==> src/rtl/q2_alu_pkg.sv <==
// rtl/q2_alu_pkg.sv - shared op/state enums and default width for the q2 ALU sequencer
package q2_alu_pkg;

    localparam int Q2_WIDTH = 12;

    typedef enum logic [1:0] {
        OP_PASS = 2'b00,
        OP_NOR  = 2'b01,
        OP_ADD  = 2'b10,
        OP_SHR  = 2'b11
    } op_e;

    typedef enum logic [1:0] {
        ST_IDLE,
        ST_RUN,
        ST_DONE
    } state_e;

endpackage

==> src/rtl/q2_alu_ref.sv <==
// rtl/q2_alu_ref.sv - behavioural model of the q2 1-bit ALU slice
module q2_alu_ref
    import q2_alu_pkg::*;
(
    input  logic i_a0,
    input  logic i_x0,
    input  logic i_x1,
    input  logic i_f,
    input  logic i_o0,
    input  logic i_o1,
    output logic o_out,
    output logic o_cout
);

    op_e w_op;

    assign w_op = op_e'({i_o1, i_o0});

    // PASS/NOR fold the result into a running zero flag; ADD ripples; SHR keeps the carry.
    always_comb begin
        o_out  = 1'b0;
        o_cout = 1'b0;
        case (w_op)
            OP_PASS: begin
                o_out  = i_x0;
                o_cout = i_f & ~i_x0;
            end
            OP_NOR: begin
                o_out  = ~(i_a0 | i_x0);
                o_cout = i_f & (i_a0 | i_x0);
            end
            OP_ADD: begin
                o_out  = i_a0 ^ i_x0 ^ i_f;
                o_cout = (i_a0 & i_x0) | (i_a0 & i_f) | (i_x0 & i_f);
            end
            OP_SHR: begin
                o_out  = i_x1;
                o_cout = i_f;
            end
            default: begin
                o_out  = 1'b0;
                o_cout = 1'b0;
            end
        endcase
    end

endmodule

==> src/rtl/q2_alu_seq.sv <==
// rtl/q2_alu_seq.sv - bit-serial sequencer for the q2 ALU slice; Q2_ALU_SEQ_CHECK_EN adds slice checking and alu_err
module q2_alu_seq
    import q2_alu_pkg::*;
#(
    parameter int WIDTH = Q2_WIDTH,
    localparam int CNT_W = $clog2(WIDTH)
) (
    input  logic             clk,
    input  logic             rst_n,
    input  logic             start,
    input  logic [1:0]       op,
    input  logic [WIDTH-1:0] a_in,
    input  logic [WIDTH-1:0] x_in,
    input  logic             cin,
    output logic             busy,
    output logic             done,
    output logic [WIDTH-1:0] result,
    output logic             cout,
    output logic             alu_a0,
    output logic             alu_x0,
    output logic             alu_x1,
    output logic             alu_f,
    output logic             alu_o0,
    output logic             alu_o1,
    input  logic             alu_out,
    input  logic             alu_cout
`ifdef Q2_ALU_SEQ_CHECK_EN
    ,
    output logic             alu_err
`endif
);

    state_e           r_state;
    state_e           w_next;
    logic [WIDTH-1:0] r_acc;
    logic [WIDTH-1:0] r_xr;
    logic [WIDTH-1:0] r_result;
    logic [CNT_W-1:0] r_cnt;
    logic [1:0]       r_op;
    logic             r_carry;
    logic             r_done;
    logic             r_cout;
    logic             w_last;
    logic             w_accept;
    logic [WIDTH-1:0] w_acc_shift;

    assign w_last      = (r_cnt == CNT_W'(WIDTH - 1));
    assign w_accept    = (r_state == ST_IDLE) && start;
    assign w_acc_shift = {alu_out, r_acc[WIDTH-1:1]};

    always_ff @(posedge clk or negedge rst_n) begin
        if (!rst_n) begin
            r_state <= ST_IDLE;
        end else begin
            r_state <= w_next;
        end
    end

    always_comb begin
        w_next = r_state;
        case (r_state)
            ST_IDLE: if (start) w_next = ST_RUN;
            ST_RUN:  if (w_last) w_next = ST_DONE;
            ST_DONE: w_next = ST_IDLE;
            default: w_next = ST_IDLE;
        endcase
    end

    always_ff @(posedge clk or negedge rst_n) begin
        if (!rst_n) begin
            r_acc    <= '0;
            r_xr     <= '0;
            r_result <= '0;
            r_cnt    <= '0;
            r_op     <= '0;
            r_carry  <= 1'b0;
            r_done   <= 1'b0;
            r_cout   <= 1'b0;
        end else begin
            r_done <= 1'b0;
            if (w_accept) begin
                r_acc   <= a_in;
                r_xr    <= x_in;
                r_op    <= op;
                // PASS/NOR start the zero flag at 1; the slice clears it on any 1 bit.
                r_carry <= op[1] ? cin : 1'b1;
                r_cnt   <= '0;
            end else if (r_state == ST_RUN) begin
                r_acc   <= w_acc_shift;
                r_xr    <= {1'b0, r_xr[WIDTH-1:1]};
                r_carry <= alu_cout;
                r_cnt   <= r_cnt + CNT_W'(1);
                if (w_last) begin
                    r_result <= w_acc_shift;
                    r_cout   <= alu_cout;
                    r_done   <= 1'b1;
                end
            end
        end
    end

    assign busy   = (r_state == ST_RUN);
    assign done   = r_done;
    assign result = r_result;
    assign cout   = r_cout;
    assign alu_a0 = r_acc[0];
    assign alu_x0 = r_xr[0];
    assign alu_x1 = w_last ? 1'b0 : r_xr[1];
    assign alu_f  = r_carry;
    assign alu_o0 = r_op[0];
    assign alu_o1 = r_op[1];

`ifdef Q2_ALU_SEQ_CHECK_EN
    logic w_ref_out;
    logic w_ref_cout;
    logic r_err;

    q2_alu_ref u_ref (
        .i_a0   (alu_a0),
        .i_x0   (alu_x0),
        .i_x1   (alu_x1),
        .i_f    (alu_f),
        .i_o0   (alu_o0),
        .i_o1   (alu_o1),
        .o_out  (w_ref_out),
        .o_cout (w_ref_cout)
    );

    always_ff @(posedge clk or negedge rst_n) begin
        if (!rst_n) begin
            r_err <= 1'b0;
        end else if (w_accept) begin
            r_err <= 1'b0;
        end else if ((r_state == ST_RUN) &&
                     ((w_ref_out != alu_out) || (w_ref_cout != alu_cout))) begin
            r_err <= 1'b1;
        end
    end

    assign alu_err = r_err;
`endif

endmodule

==> config.mk <==
export PLATFORM = sky130hd
export DESIGN_NAME = q2_alu_seq
export DESIGN_NICKNAME = d
export VERILOG_FILES = /design/src/rtl/q2_alu_pkg.sv /design/src/rtl/q2_alu_ref.sv /design/src/rtl/q2_alu_seq.sv
export SDC_FILE = /design/constraint.sdc
export NUM_CORES = 1
export LEC_CHECK = 0
export CAP_MARGIN = 10
export CORE_MARGIN = 8
export CORE_UTILIZATION = 45
export CTS_CLUSTER_DIAMETER = 100
export CTS_CLUSTER_SIZE = 30
export DETAILED_ROUTE_END_ITERATION = 8
export PLACE_DENSITY = 0.82
export SYNTH_ARGS = -nofsm -noshare
export SYNTH_HDL_FRONTEND = slang
export SYNTH_SLANG_ARGS = --single-unit
==> constraint.sdc <==
create_clock -name clk -period 2.58 [get_ports clk]
set_clock_uncertainty 0.2 [all_clocks]
set_input_delay 0.516 -clock clk [delete_from_list [all_inputs] [get_ports clk]]
set_output_delay 0.516 -clock clk [all_outputs]
set_load 0.02 [all_outputs]
==> run metrics <==
die height 85.00 um; LEAKAGE 1.203 nW; Design Area, Final 2771 um2; CP Launch Type flop; # fillers 391; metal1 wirelength 2145 um; most frequent cells in the layout clkdlybuf4s50_1, dfrtp_1, a22oi_1, o21ai_0, nand2_1; Post-Place Cell Area 2678 um2; IO Port Bufs 52; WL met3 252 um; xor-xnor portion of the synthesized cell area 0; DR DRC count 0; root buf cell clkbuf_8; DR WL/cell 17.20 um; Crit Path Max Fanout 5; CP Capture Type output port; Synth Register Bits 47; Area Overhead vs Synth 29.38%; clk_lat worst skew 0.30 ns; buffer depth of the longest clock path 2; final wirelength 4834 um; area of the multi-input gates 864.6 um2; Hold Path Class reg2reg; placeable core area 4661 um2; largest family of logic cells by synthesized area compound AO/OA/AOI/OAI gates; Seq/Total Area, Yosys 0.5491; Final nets 259; Post-Synth Simple-Gate Area 0.08236; arrival time at the worst endpoint 1.56 ns; total gr overflow 0; site row count 25; total CTS buffers 5; maximum vdd drop 0.5541 mV; period utilisation layout 0.8831; initial antenna violation count 0; mux share of post-synthesis cell area 0.09463; share of cells above drive strength 1 0.1454; vias in the first global route 1647; post-route ant nets 0; RSZ-0062 raised after global routing false; Total Neg Setup Slack 0 ns; clk sinks 47; top routing layer in use met4; clock-pin transition on the worst setup and hold timing paths 0.09 ns; Syn. warnings 0; DR WL met2 2355 um; First-pass DRT Iterations 4; routed vias 1606; vias per cell 5.715; num ports 53; Final Wtd Congestion 0.7219; Avg Cell Area, Syn 12.31 um2; CTS tree built; die area 7224 um2; fmax 438.9 MHz; GR Util All Layers 0.1406; MaxCap Viol Count 0; Setup violations, final 0; pin count of the biggest net entering global routing 48; Cells after Synth 174; synth unique cells 29; DP HPWL 3410 um; Compound-Gate Fraction of Synth Area 0.2208; Mapped Area 2142 um2; Place WS 0.2986 ns; Crit Path Class reg2out; Initial Utilization 0.4596; Die Wd 85.00 um; PD cells 1112 nW/um2; syn_nets 207; CP required 1.86 ns; Hold WS 0.2901 ns; Slew Viols, Final 0; # H-tree levels 2; worst slew pin tran 0.4240 ns; Max-slew headroom 0.7166; commonest non-fill, non-tap cell in the layout clkdlybuf4s50_1; overall power 3.083 mW; Tmin final 2.278 ns; Non-Filler Instances 281; First DRT Iteration DRCs 130; register area 1176 um2; Hold Fails Final Rpt 0; status finished clean; Placed Cells 272; Finished Core Util 0.5946; final worst slack 0.3016 ns; first-pass GRT wire length 8169 um; Post-Synth Adder-Cell Area 0.005841; n_diodes 0
state kept, by name (all words and copies together), names as in the netlist:
| register | flops |
|---|---|
| r_state | 2 |
| cout | 1 |
| result | 12 |
| done | 1 |
| r_cnt | 4 |
| r_op | 2 |
| r_acc | 12 |
| alu_f | 1 |
| r_xr | 12 |
Yosys cell counts (all sizes together):
cell / instances / area share
and2b: 2 / 0.0070
nand3: 2 / 0.0047
nor2: 2 / 0.011
nand2b: 2 / 0.0093
clkbuf: 3 / 0.0053
nand2: 15 / 0.026
ha: 1 / 0.0058
a22o: 3 / 0.012
buf: 9 / 0.037
or3b: 1 / 0.0041
a22oi: 35 / 0.12
nor3: 1 / 0.0076
o21bai: 1 / 0.0088
nand3b: 1 / 0.0093
a2bb2oi: 2 / 0.0082
inv: 3 / 0.0053
o21ai: 26 / 0.061
o311ai: 1 / 0.0041
a41oi: 1 / 0.0041
dfrtp: 47 / 0.55
and2: 1 / 0.0029
mux2: 15 / 0.095
final timing paths:
| kind | from | slack (ns) | cells after the start | endpoint |
|---|---|---|---|---|
| max | r_state[1]$_DFFE_PN0P_ | 0.30 | 3 | busy |
| min | r_xr[5]$_DFFE_PN0P_ | 0.29 | 2 | r_xr[5]$_DFFE_PN0P_ |
| max reg2reg | r_cnt[0]$_DFFE_PN0P_ | 0.81 | 4 | result[9]$_DFFE_PN0P_ |
| min reg2reg | r_xr[5]$_DFFE_PN0P_ | 0.29 | 2 | r_xr[5]$_DFFE_PN0P_ |
| max in group asynchronous | rst_n | 1.43 | 3 | result[7]$_DFFE_PN0P_ |
| min in group asynchronous | rst_n | 0.52 | 3 | result[2]$_DFFE_PN0P_ |
area by class of cell:
type                            count  area share
Multi-Input combinational cell    112      0.3120
Inverter                            3    0.004063
Clock inverter                      1    0.001806
Sequential cell                    47      0.4244
Timing Repair Buffer               57      0.2059
Clock buffer                        7     0.02754
Tap cell                           54     0.02438
kinds of logic (layout without fill, tap and decap cells):
| group | after synthesis | after routing |
|---|---|---|
| DFF | 47 | 47 |
| muxes | 15 | 15 |
| adders and majority gates | 1 | 1 |
| AOI/OAI and AO/OA | 69 | 69 |
| and+or+nand+nor | 27 | 27 |
| buffers and inverters | 15 | 68 |
per-layer routing:
metal / GRT usage / vias to the layer above
met5: 0 / -
met4: 0.05987 / 0
met3: 0.03764 / 7
met2: 0.2180 / 46
met1: 0.1794 / 800
li1: - / 753
power by group:
group          switching, mW  total (mW)  internal [mW]
clock network          0.234       0.425          0.190
logic                  0.665        1.36          0.699
registers              0.241        1.29           1.05
total                   1.14        3.08           1.94
what timing repair did:
action / in CTS / in global routing
buffers inserted: 0 / 0
hold buffers: 1 / 0
resized for setup: 0 / 1
endpoints found under the setup margin: 0 / 1
endpoints found under the hold margin: 12 / 0
worst max-delay path, stage by stage (launching register included):
cell,delay [ns]
dfrtp_1,0.39
nand2b_4,0.19
inv_2,0.09
clkdlybuf4s50_1,0.60
(Power assumes the default switching activity.)
